File: src/rtl/root_pkg.sv
// root_pkg: shared constants for the iterative integer root engine.
// FSM state encoding, mode encoding and step-count helpers.
package root_pkg;

  localparam logic [2:0] ST_IDLE  = 3'd0;
  localparam logic [2:0] ST_SHIFT = 3'd1;
  localparam logic [2:0] ST_MUL   = 3'd2;
  localparam logic [2:0] ST_TEST  = 3'd3;
  localparam logic [2:0] ST_DONE  = 3'd4;

  localparam logic MODE_SQRT = 1'b0;
  localparam logic MODE_CBRT = 1'b1;

  // square-root steps; also the width of the root output
  function automatic int ys_f(input int w);
    return (w + 1) / 2;
  endfunction

  // cube-root steps
  function automatic int yc_f(input int w);
    return (w + 2) / 3;
  endfunction

  function automatic int max_f(input int a, input int b);
    return (a > b) ? a : b;
  endfunction

endpackage

File: src/rtl/root_unit_mul_seq.sv
// mul_seq: sequential shift-add multiplier, one multiplier bit per cycle.
// start_i loads the operands; busy_o stays high for exactly N cycles and
// done_o marks the last of them, after which p_o holds a_i*b_i.
module mul_seq #(
  parameter int N = 4
) (
  input  logic           clk_i,
  input  logic           rst_i,
  input  logic           start_i,
  input  logic [N-1:0]   a_i,
  input  logic [N-1:0]   b_i,
  output logic           busy_o,
  output logic           done_o,
  output logic [2*N-1:0] p_o
);

  localparam int CW = (N > 1) ? $clog2(N) : 1;

  logic [2*N-1:0] mcand;
  logic [N-1:0]   mplier;
  logic [2*N-1:0] acc;
  logic [CW-1:0]  cnt;
  logic           busy;

  assign busy_o = busy;
  assign done_o = busy && (cnt == CW'(N - 1));
  assign p_o    = acc;

  // load on start, then add the shifted multiplicand for each set multiplier bit
  always_ff @(posedge clk_i or negedge rst_i) begin
    if (!rst_i) begin
      mcand  <= '0;
      mplier <= '0;
      acc    <= '0;
      cnt    <= '0;
      busy   <= 1'b0;
    end else if (start_i) begin
      mcand  <= {{N{1'b0}}, a_i};
      mplier <= b_i;
      acc    <= '0;
      cnt    <= '0;
      busy   <= 1'b1;
    end else if (busy) begin
      if (mplier[0]) acc <= acc + mcand;
      mcand  <= mcand << 1;
      mplier <= mplier >> 1;
      cnt    <= cnt + CW'(1);
      if (cnt == CW'(N - 1)) busy <= 1'b0;
    end
  end

endmodule

File: src/rtl/root_unit.sv
// root_unit: floor square root / floor cube root of an unsigned WIDTH-bit
// operand, digit-by-digit restoring, one result bit per step.
// Optional feature macro ROOT_REM_EN adds the r_bo remainder output.
module root_unit
  import root_pkg::*;
#(
  parameter int WIDTH = 8
) (
  input  logic                   clk_i,
  input  logic                   rst_i,
  input  logic                   start_i,
  input  logic                   mode_i,
  input  logic [WIDTH-1:0]       x_bi,
  output logic                   busy_o,
  output logic                   valid_o,
  output logic [ys_f(WIDTH)-1:0] y_bo
`ifdef ROOT_REM_EN
  ,
  output logic [WIDTH-1:0]       r_bo
`endif
);

  localparam int YS = ys_f(WIDTH);
  localparam int YC = yc_f(WIDTH);
  localparam int SW = $clog2(WIDTH + 1);
  // wide enough for x>>s, 2y+1 and 3*y*(y+1)+1 without overflow
  localparam int TW = max_f(WIDTH + 2, 2 * YC + 3);
  localparam logic [SW-1:0] S0_SQ = SW'(2 * (YS - 1));
  localparam logic [SW-1:0] S0_CB = SW'(3 * (YC - 1));

  logic [2:0]       state;
  logic             m;
  logic [WIDTH-1:0] x;
  logic [YS-1:0]    y;
  logic [SW-1:0]    s;

  logic [YS-1:0]     ysh;
  logic [YC:0]       mul_a;
  logic [YC:0]       mul_b;
  logic [2*YC+1:0]   mul_p;
  logic              mul_start;
  logic              mul_busy;
  logic              mul_done;

  logic [TW-1:0]    p_w;
  logic [TW-1:0]    t;
  logic [TW-1:0]    xs;
  logic             fit;
  logic [WIDTH-1:0] x_sub;
  logic [YS-1:0]    y_inc;

  // the multiplier is started in SHIFT, so it sees the already-doubled y
  assign ysh       = y << 1;
  assign mul_a     = {1'b0, ysh[YC-1:0]};
  assign mul_b     = {1'b0, ysh[YC-1:0]} + (YC+1)'(1);
  assign mul_start = (state == ST_SHIFT) && (m == MODE_CBRT);

  mul_seq #(.N(YC + 1)) u_mul (
    .clk_i  (clk_i),
    .rst_i  (rst_i),
    .start_i(mul_start),
    .a_i    (mul_a),
    .b_i    (mul_b),
    .busy_o (mul_busy),
    .done_o (mul_done),
    .p_o    (mul_p)
  );

  // trial value and compare; t is never shifted left so it cannot overflow
  always_comb begin
    p_w   = TW'(mul_p);
    t     = (m == MODE_CBRT) ? ((p_w << 1) + p_w + TW'(1)) : TW'({y, 1'b1});
    xs    = TW'(x >> s);
    fit   = (xs >= t);
    x_sub = x - (t[WIDTH-1:0] << s);
    y_inc = y + YS'(1);
  end

  // mul_busy only rises inside MUL, so this is simply "not idle"
  assign busy_o  = (state != ST_IDLE) | mul_busy;
  assign valid_o = (state == ST_DONE);

  // control FSM and datapath registers
  always_ff @(posedge clk_i or negedge rst_i) begin
    if (!rst_i) begin
      state <= ST_IDLE;
      m     <= MODE_SQRT;
      x     <= '0;
      y     <= '0;
      s     <= '0;
    end else begin
      case (state)
        ST_IDLE: begin
          if (start_i) begin
            x     <= x_bi;
            m     <= mode_i;
            y     <= '0;
            s     <= (mode_i == MODE_CBRT) ? S0_CB : S0_SQ;
            state <= ST_SHIFT;
          end
        end
        ST_SHIFT: begin
          y     <= ysh;
          state <= (m == MODE_CBRT) ? ST_MUL : ST_TEST;
        end
        ST_MUL: begin
          if (mul_done) state <= ST_TEST;
        end
        ST_TEST: begin
          if (fit) begin
            x <= x_sub;
            y <= y_inc;
          end
          if (s == '0) begin
            state <= ST_DONE;
          end else begin
            s     <= s - ((m == MODE_CBRT) ? SW'(3) : SW'(2));
            state <= ST_SHIFT;
          end
        end
        ST_DONE: state <= ST_IDLE;
        default: state <= ST_IDLE;
      endcase
    end
  end

  // result registers load on the last TEST so they are visible with valid_o
  // and hold until the next result
  always_ff @(posedge clk_i or negedge rst_i) begin
    if (!rst_i) begin
      y_bo <= '0;
`ifdef ROOT_REM_EN
      r_bo <= '0;
`endif
    end else if (state == ST_TEST && s == '0) begin
      y_bo <= fit ? y_inc : y;
`ifdef ROOT_REM_EN
      r_bo <= fit ? x_sub : x;
`endif
    end
  end

endmodule

File: config.mk
export PLATFORM = sky130hd
export DESIGN_NAME = root_unit
export DESIGN_NICKNAME = d
export VERILOG_FILES = /design/src/rtl/root_pkg.sv /design/src/rtl/root_unit_mul_seq.sv /design/src/rtl/root_unit.sv
export SDC_FILE = /design/constraint.sdc
export NUM_CORES = 1
export LEC_CHECK = 0
export CAP_MARGIN = 15
export CORE_MARGIN = 2
export CORE_UTILIZATION = 30
export DETAILED_ROUTE_END_ITERATION = 16
export PLACE_DENSITY_LB_ADDON = 0.12
export RECOVER_POWER = 25
export SLEW_MARGIN = 20
export SYNTH_ARGS = -nofsm -noshare
export SYNTH_HDL_FRONTEND = slang
export SYNTH_SLANG_ARGS = --single-unit
export TNS_END_PERCENT = 50
File: constraint.sdc
create_clock -name clk_i -period 7.25 [get_ports clk_i]
set_input_delay 0.725 -clock clk_i [delete_from_list [all_inputs] [get_ports clk_i]]
set_output_delay 0.725 -clock clk_i [all_outputs]
set_load 0.005 [all_outputs]
Yosys cells after proc, flatten, opt, wreduce, memory -nomap -nowiden
Cells that the tools add are included.

storage, ports and cells
  input bits = 12
  bits in writable memories = 0
  bits in registers = 47
  output and inout port bits = 6
  memory bits (read-only) = 0
  logic and storage cells = 76
  bits in latches = 0
  memories = 0

operators by class
  bitwise gates (word level) = 1
  magnitude comparators = 1
  divide/modulo/power cells = 0
  shifts and indexed selects = 2
  multipliers = 0
  add/sub/neg operators = 8
  equality and inequality tests = 9
  muxes and demuxes = 28
  reductions and logical operators = 16

operators by type and width
  kind                   count
  $mux 8                 7
  $mux 4                 6
  $pmux 8 s2             1
  $pmux 3 s4             1
  $pmux 4 s3             1
  $add 10x1->10 const B  1
  $add 9x8->10           1
  $ge 10x10->1           1
  $mux 10                1
  $shr 8x4->10           1
  $mux 3                 3
  $add 8x8->8            1
  $ne 2x2->1 const B     4
  $pmux 4 s2             1
  $reduce_and 2->1       4
  $shl 8x4->8            1
  $sub 8x8->8            1
  $eq 3x2->1 const B     2
  $reduce_and 3->1       2
  $reduce_bool 2->1      3
  $reduce_bool 3->1      2
  $mux 1                 5
  $add 3x1->4 const B    1
  $add 4x1->4 const B    1
  other kinds (10)       13

Depth between registers and ports, before layout
  depth in word-level cells = 7
  depth in mapped cells = 17
  mapped depth without buffers = 17

Modules after synthesis
A second synthesis with hierarchy kept.

second synthesis, totals
  cell total of the unflattened synthesis = 469
  area total of the unflattened synthesis = 4160.2 µm²

modules (own cells, without submodules)
  module     seq. area each (µm²)  area an instance (µm²)  instances  cells an instance
  root_unit  600.6                 2872.8                  1          339
  mul_seq    575.6                 1287.5                  1          130

Worst setup path after synthesis
No wires, ideal clock.

  kind = reg2reg
  from = register u_mul.acc[1] (netlist: u_mul.p_o[1])
  to = register x[7]
  library setup time = 0.095 ns
  arrival time = 3.525 ns
  clock period less this slack = 3.621 ns
  cell stages (with the launch flop) = 18
  data required time = 7.155 ns
  buffers on the path = 0
  slack = 3.629 ns
  cell sequence = dfrtp_1 -> inv_1 -> fa_1 -> nor2b_1 -> o21ai_0 -> or3b_2 -> nand3_1 -> mux4_2 -> o21ai_0 -> nand2b_1 -> ha_1 -> or2_2 -> a21oi_1 -> a31oi_1 -> xnor2_1 -> a31oi_1 -> a221oi_2 -> o31ai_1

on the way
  longest elaborated chain between the ends = 7
  elaborated cells on any way between the ends = 10
  classes of those cells = add/sub (3); order compare (1); eq/ne (1); shift (1); mux (3); reduce/logical (1)

RTL lines
  element                   line                     RTL
  start: declaration        root_unit_mul_seq.sv:21  logic [2*N-1:0] acc;
  start signal: assignment  root_unit_mul_seq.sv:44  if (mplier[0]) acc <= acc + mcand;
  $add 9x8->10 *            root_unit.sv:72          t = (m == MODE_CBRT) ? ((p_w << 1) + p_w + TW'(1)) : TW'({y, 1'b1});
  $add 10x1->10 *           root_unit.sv:72
  $mux 10 *                 root_unit.sv:72
  $shl 8x4->8               root_unit.sv:75          x_sub = x - (t[WIDTH-1:0] << s);
  $sub 8x8->8               root_unit.sv:75
  $mux 8                    root_unit.sv:110         if (fit) begin
  $pmux 8 s2                root_unit.sv:92          case (state)
  end signal: assignment    root_unit.sv:95          x <= x_bi;
  end signal: assignment    root_unit.sv:111         x <= x_sub;
  end: declaration          root_unit.sv:33          logic [WIDTH-1:0] x;

Mark *: on every way between the ends. The rest lies on a longest branch, timed or not. The select of a mux whose other input is x is not followed.
A chain may end at the register's enable or synchronous reset.

Worst setup path after layout
Same ends and word-level chain as after synthesis.

==> metrics.md <==
| Metric | Value |
|---|---|
| Total GRT Usage | 15.27% |
| Nets | 472 |
| Net switching share of the total power | slightly below 50% |
| Part of the total power dissipated in sequential elements | between 20% and 30% |
| Data arrival time at the worst-slack endpoint | 4.14 ns |
| Setup tns final | 0 ns |
| Clk root buf | sky130_fd_sc_hd__clkbuf_16 |
| Area taken by multi-input logic gates | ~2400 um^2 |
| Via count of the first global-routing pass | 3,010 |
| Initial antenna violation count | 0 |
| DP Worst Slack | 3.296 ns |
| Leading register cell type out of synthesis | sky130_fd_sc_hd__dfrtp_1 |
| Crit share post-route | a little over half |
| FFs w/ async S/R, synth | 100.0% |
| Result of the run | complete, but fails checks |
| Share of post-route cells with drive strength above 1 | 8.216% |
| Clock tree from TritonCTS | yes |
| Area grow syn2layout | 10.50% |
| Max Fclk | 0.2540 GHz |
| Routed length per instance | between 15 and 20 um |
| Post-synthesis net count | about 470 |
| Setup repair after global routing missed its margin | false |
| Via-to-Cell Ratio | approximately 5.3 |
| Hold buffer count at cts | 0 |
| Layout Skew | 0.005262 ns |
| Largest net degree at the start of global routing | 45 |
| Portion of the post-synthesis area used by sequential elements | 29.71% |
| Pre-antenna DRT Iters | 4 |
| Int Pwr | roughly 1.1 mW |
| Initial standard-cell utilization of the core | a little under a third |
| Total clock buffers created by CTS | 5 |
| Via count of the routed design | 3,056 |
| HPWL reported at the end of detailed placement | roughly 7000 um |
| Sw power | approximately 1.0 mW |
| H-Tree Depth | 2 |
| Num rows | 40 |
| Clock slew seen by the registers of the worst setup and hold paths | ~0.070 ns |
| Post-layout worst setup margin | 3.314 ns |
| Post-synthesis cell area | 3706 um^2 |
| Portion of total power attributed to the clock network | between 10% and 20% |
| Slew Viols, Final | 45 |
| Cell count after synthesis | 418 |
| Power per cell area | 515.9 nW/um^2 |
| Total wirelength of the detailed-routed design | between 9000 and 10,000 um |
| Count of synthesis-stage warnings from yosys | 0 |
| Width of the chip | 115.1 um |
| Wire length of the first global-routing pass | between 15,000 and 20,000 um |
| TritonCTS Sinks | between 40 and 50 |
| Number of instances resized during post-cts repair | 0 |
| Final setup violation count | 0 |
| Count of input and output buffers | 17 |
| Overall power | between 2 and 2.5 mW |
| First-iteration detailed-routing DRC count | around 180 |
| Class of the tightest hold or removal check | reg -> reg |
| Violated checks | capacitance limit, slew limit |
| Area enclosed by the die boundary | approximately 13,000 um^2 |
| Max-Slew Margin vs Limit | -70.62% |
| Vertical die dimension | 115.1 um |
| Critical Path RT | around 7.5 ns |
| Total core area | between 10,000 and 15,000 um^2 |
| Number of hold violations in the final report | 0 |
| Share of the core filled with cells in the final layout | between 30% and 40% |
| Number of enable-type register cells in the synthesized netlist | 0 |
| Syn avg cell area | ~8.9 um^2 |
| Setup crit end kind | register |
| Number of synthesized register bits | 44 |
| Time the final worst path needs with I/O delays and setup | just under 4 ns |
| Antenna fix cells | 0 |
| Critical Setup Path Class | reg -> reg |
| Filler cell count in the final layout | 1,284 |
| Number of different library cells in the post-synthesis netlist | between 60 and 70 |
| Total grt overflow | 0 |
| Post-CTS repair timing setup buffer count | 0 |
| Routability Congestion | 0.8073 |
| Total I/O pin count | 18 |
| Leakage dissipation | 1.819 nW |
| Clock insertion delay at the later pin of the skew report | ~0.30 ns |
| Combinational share of power | 62.7% |
| Max rail drop VDD | approximately 0.0002 V |
| Least-Margin Pin Slew | roughly 2.6 ns |
| Most frequent cells in the layout | 44 x sky130_fd_sc_hd__dfrtp_1, 40 x sky130_fd_sc_hd__nor2_1, 36 x sky130_fd_sc_hd__nand2_1, 32 x sky130_fd_sc_hd__a21oi_1, 32 x sky130_fd_sc_hd__ha_1 |
| Antenna viol nets, final | 0 |
| Remaining DRCs | 0 |
| Number of max-capacitance violations reported | 1 |
| Area occupied by registers | 1101 um^2 |
| CTS Buffer Depth | 2 |
| Most common cell after layout, fill and taps aside | sky130_fd_sc_hd__dfrtp_1 |
| Crit path launch type | register |
| Top fanout value on the critical path | 6 |
==> flip-flops by register name, indices dropped and copies added, names as in the netlist <==
name and cells:
u_mul.mplier 3, u_mul.p_o 7, state 3, y 4, m 1, x 8, u_mul.cnt 2, s 4
u_mul.mcand 7, u_mul.busy_o 1, y_bo 4
==> Yosys cell counts (all sizes together) (6+ instances only) <==
master,count,share of area [%]
a211oi,6,1.4
a21oi,33,4.6
a31oi,7,1.6
and3,6,1.0
buf,10,2.7
clkbuf,10,1.0
dfrtp,44,30
ha,32,11
inv,27,2.7
mux2i,18,4.9
nand2,36,3.6
nand3,8,1.1
nor2,40,4.1
nor2b,9,1.5
nor3,9,1.2
o21ai,32,4.6
o31ai,6,1.2
xnor2,9,2.1
==> path summary, 6_finish.rpt <==
check | slack [ns] | cells past startpoint | from | endpoint
max | 3.31 | 17 | u_mul.p_o[1] | x[7]
min | 0.52 | 2 | u_mul.mplier[1] | u_mul.mplier[0]
max reg2reg | 3.31 | 17 | u_mul.p_o[1] | x[7]
min reg2reg | 0.52 | 2 | u_mul.mplier[1] | u_mul.mplier[0]
max in group asynchronous | 4.48 | 2 | rst_i | u_mul.p_o[4]
min in group asynchronous | 1.31 | 2 | rst_i | u_mul.cnt[0]
==> cell families after synthesis <==
kind of cell             count (synthesis)  share of synthesized area [%]
multiplexers                            27                          9.115
flip-flops                              44                          29.71
XOR/XNOR                                14                          3.309
AO/OA/AOI/OAI                          116                          21.57
adder cells (fa/ha/maj)                 35                          12.42
AND/OR/NAND/NOR                        134                          17.32
other                                    1                         0.1012
buffers and inverters                   47                          6.448
==> critical path: stages (launching register included) <==
cell and delay (ns):
sky130_fd_sc_hd__dfrtp_1 0.44, sky130_fd_sc_hd__inv_1 0.09, sky130_fd_sc_hd__fa_1 0.46, sky130_fd_sc_hd__nor2b_1 0.19, sky130_fd_sc_hd__o21ai_0 0.09, sky130_fd_sc_hd__or3b_2 0.21
sky130_fd_sc_hd__nand3_1 0.11, sky130_fd_sc_hd__mux4_2 0.49, sky130_fd_sc_hd__o21ai_0 0.15, sky130_fd_sc_hd__nand2b_1 0.11, sky130_fd_sc_hd__ha_1 0.31, sky130_fd_sc_hd__or2_2 0.28
sky130_fd_sc_hd__a21oi_1 0.14, sky130_fd_sc_hd__a31oi_1 0.08, sky130_fd_sc_hd__xnor2_1 0.16, sky130_fd_sc_hd__a31oi_1 0.18, sky130_fd_sc_hd__a221oi_2 0.09, sky130_fd_sc_hd__o31ai_1 0.25
==> power by group through the flow <==
stage               combinational (mW)  clock, mW  sequential, mW
floorplan                         1.16          0           0.432
global placement                  1.32          0           0.552
finish                            1.32      0.243           0.545
global route                      1.50      0.264           0.572
detailed placement                1.33          0           0.551
CTS                               1.34      0.251           0.547
==> per-stage QoR <==
step | hold WS (ns) | instance area, um^2 | std cells
6_report | 0.5202 | 4095 | 573
5_1_grt | 0.5410 | 4095 | 573
4_1_cts | 0.5213 | 4099 | 573
3_5_place_dp | 0.4997 | 3946 | 565
3_3_place_gp | 0.4946 | 3946 | 565
2_1_floorplan | 0.4294 | 3706 | 418
==> routing by layer <==
metal  track usage [%]  routed length (um)
met1             21.29                4656
met3             2.425                 212
met2             24.51                4279
met5                 0                   0
met4             4.418                 116
==> layout make-up <==
class,count,area share [%]
repair buffers,20,4.491
clock buffers,6,3.391
clock inverters,2,0.3361
inverters,27,2.475
flip-flops and latches,44,26.89
well taps,147,4.491
multi-input cells,327,57.93
Note: power is estimated with default switching activity, not from simulation.
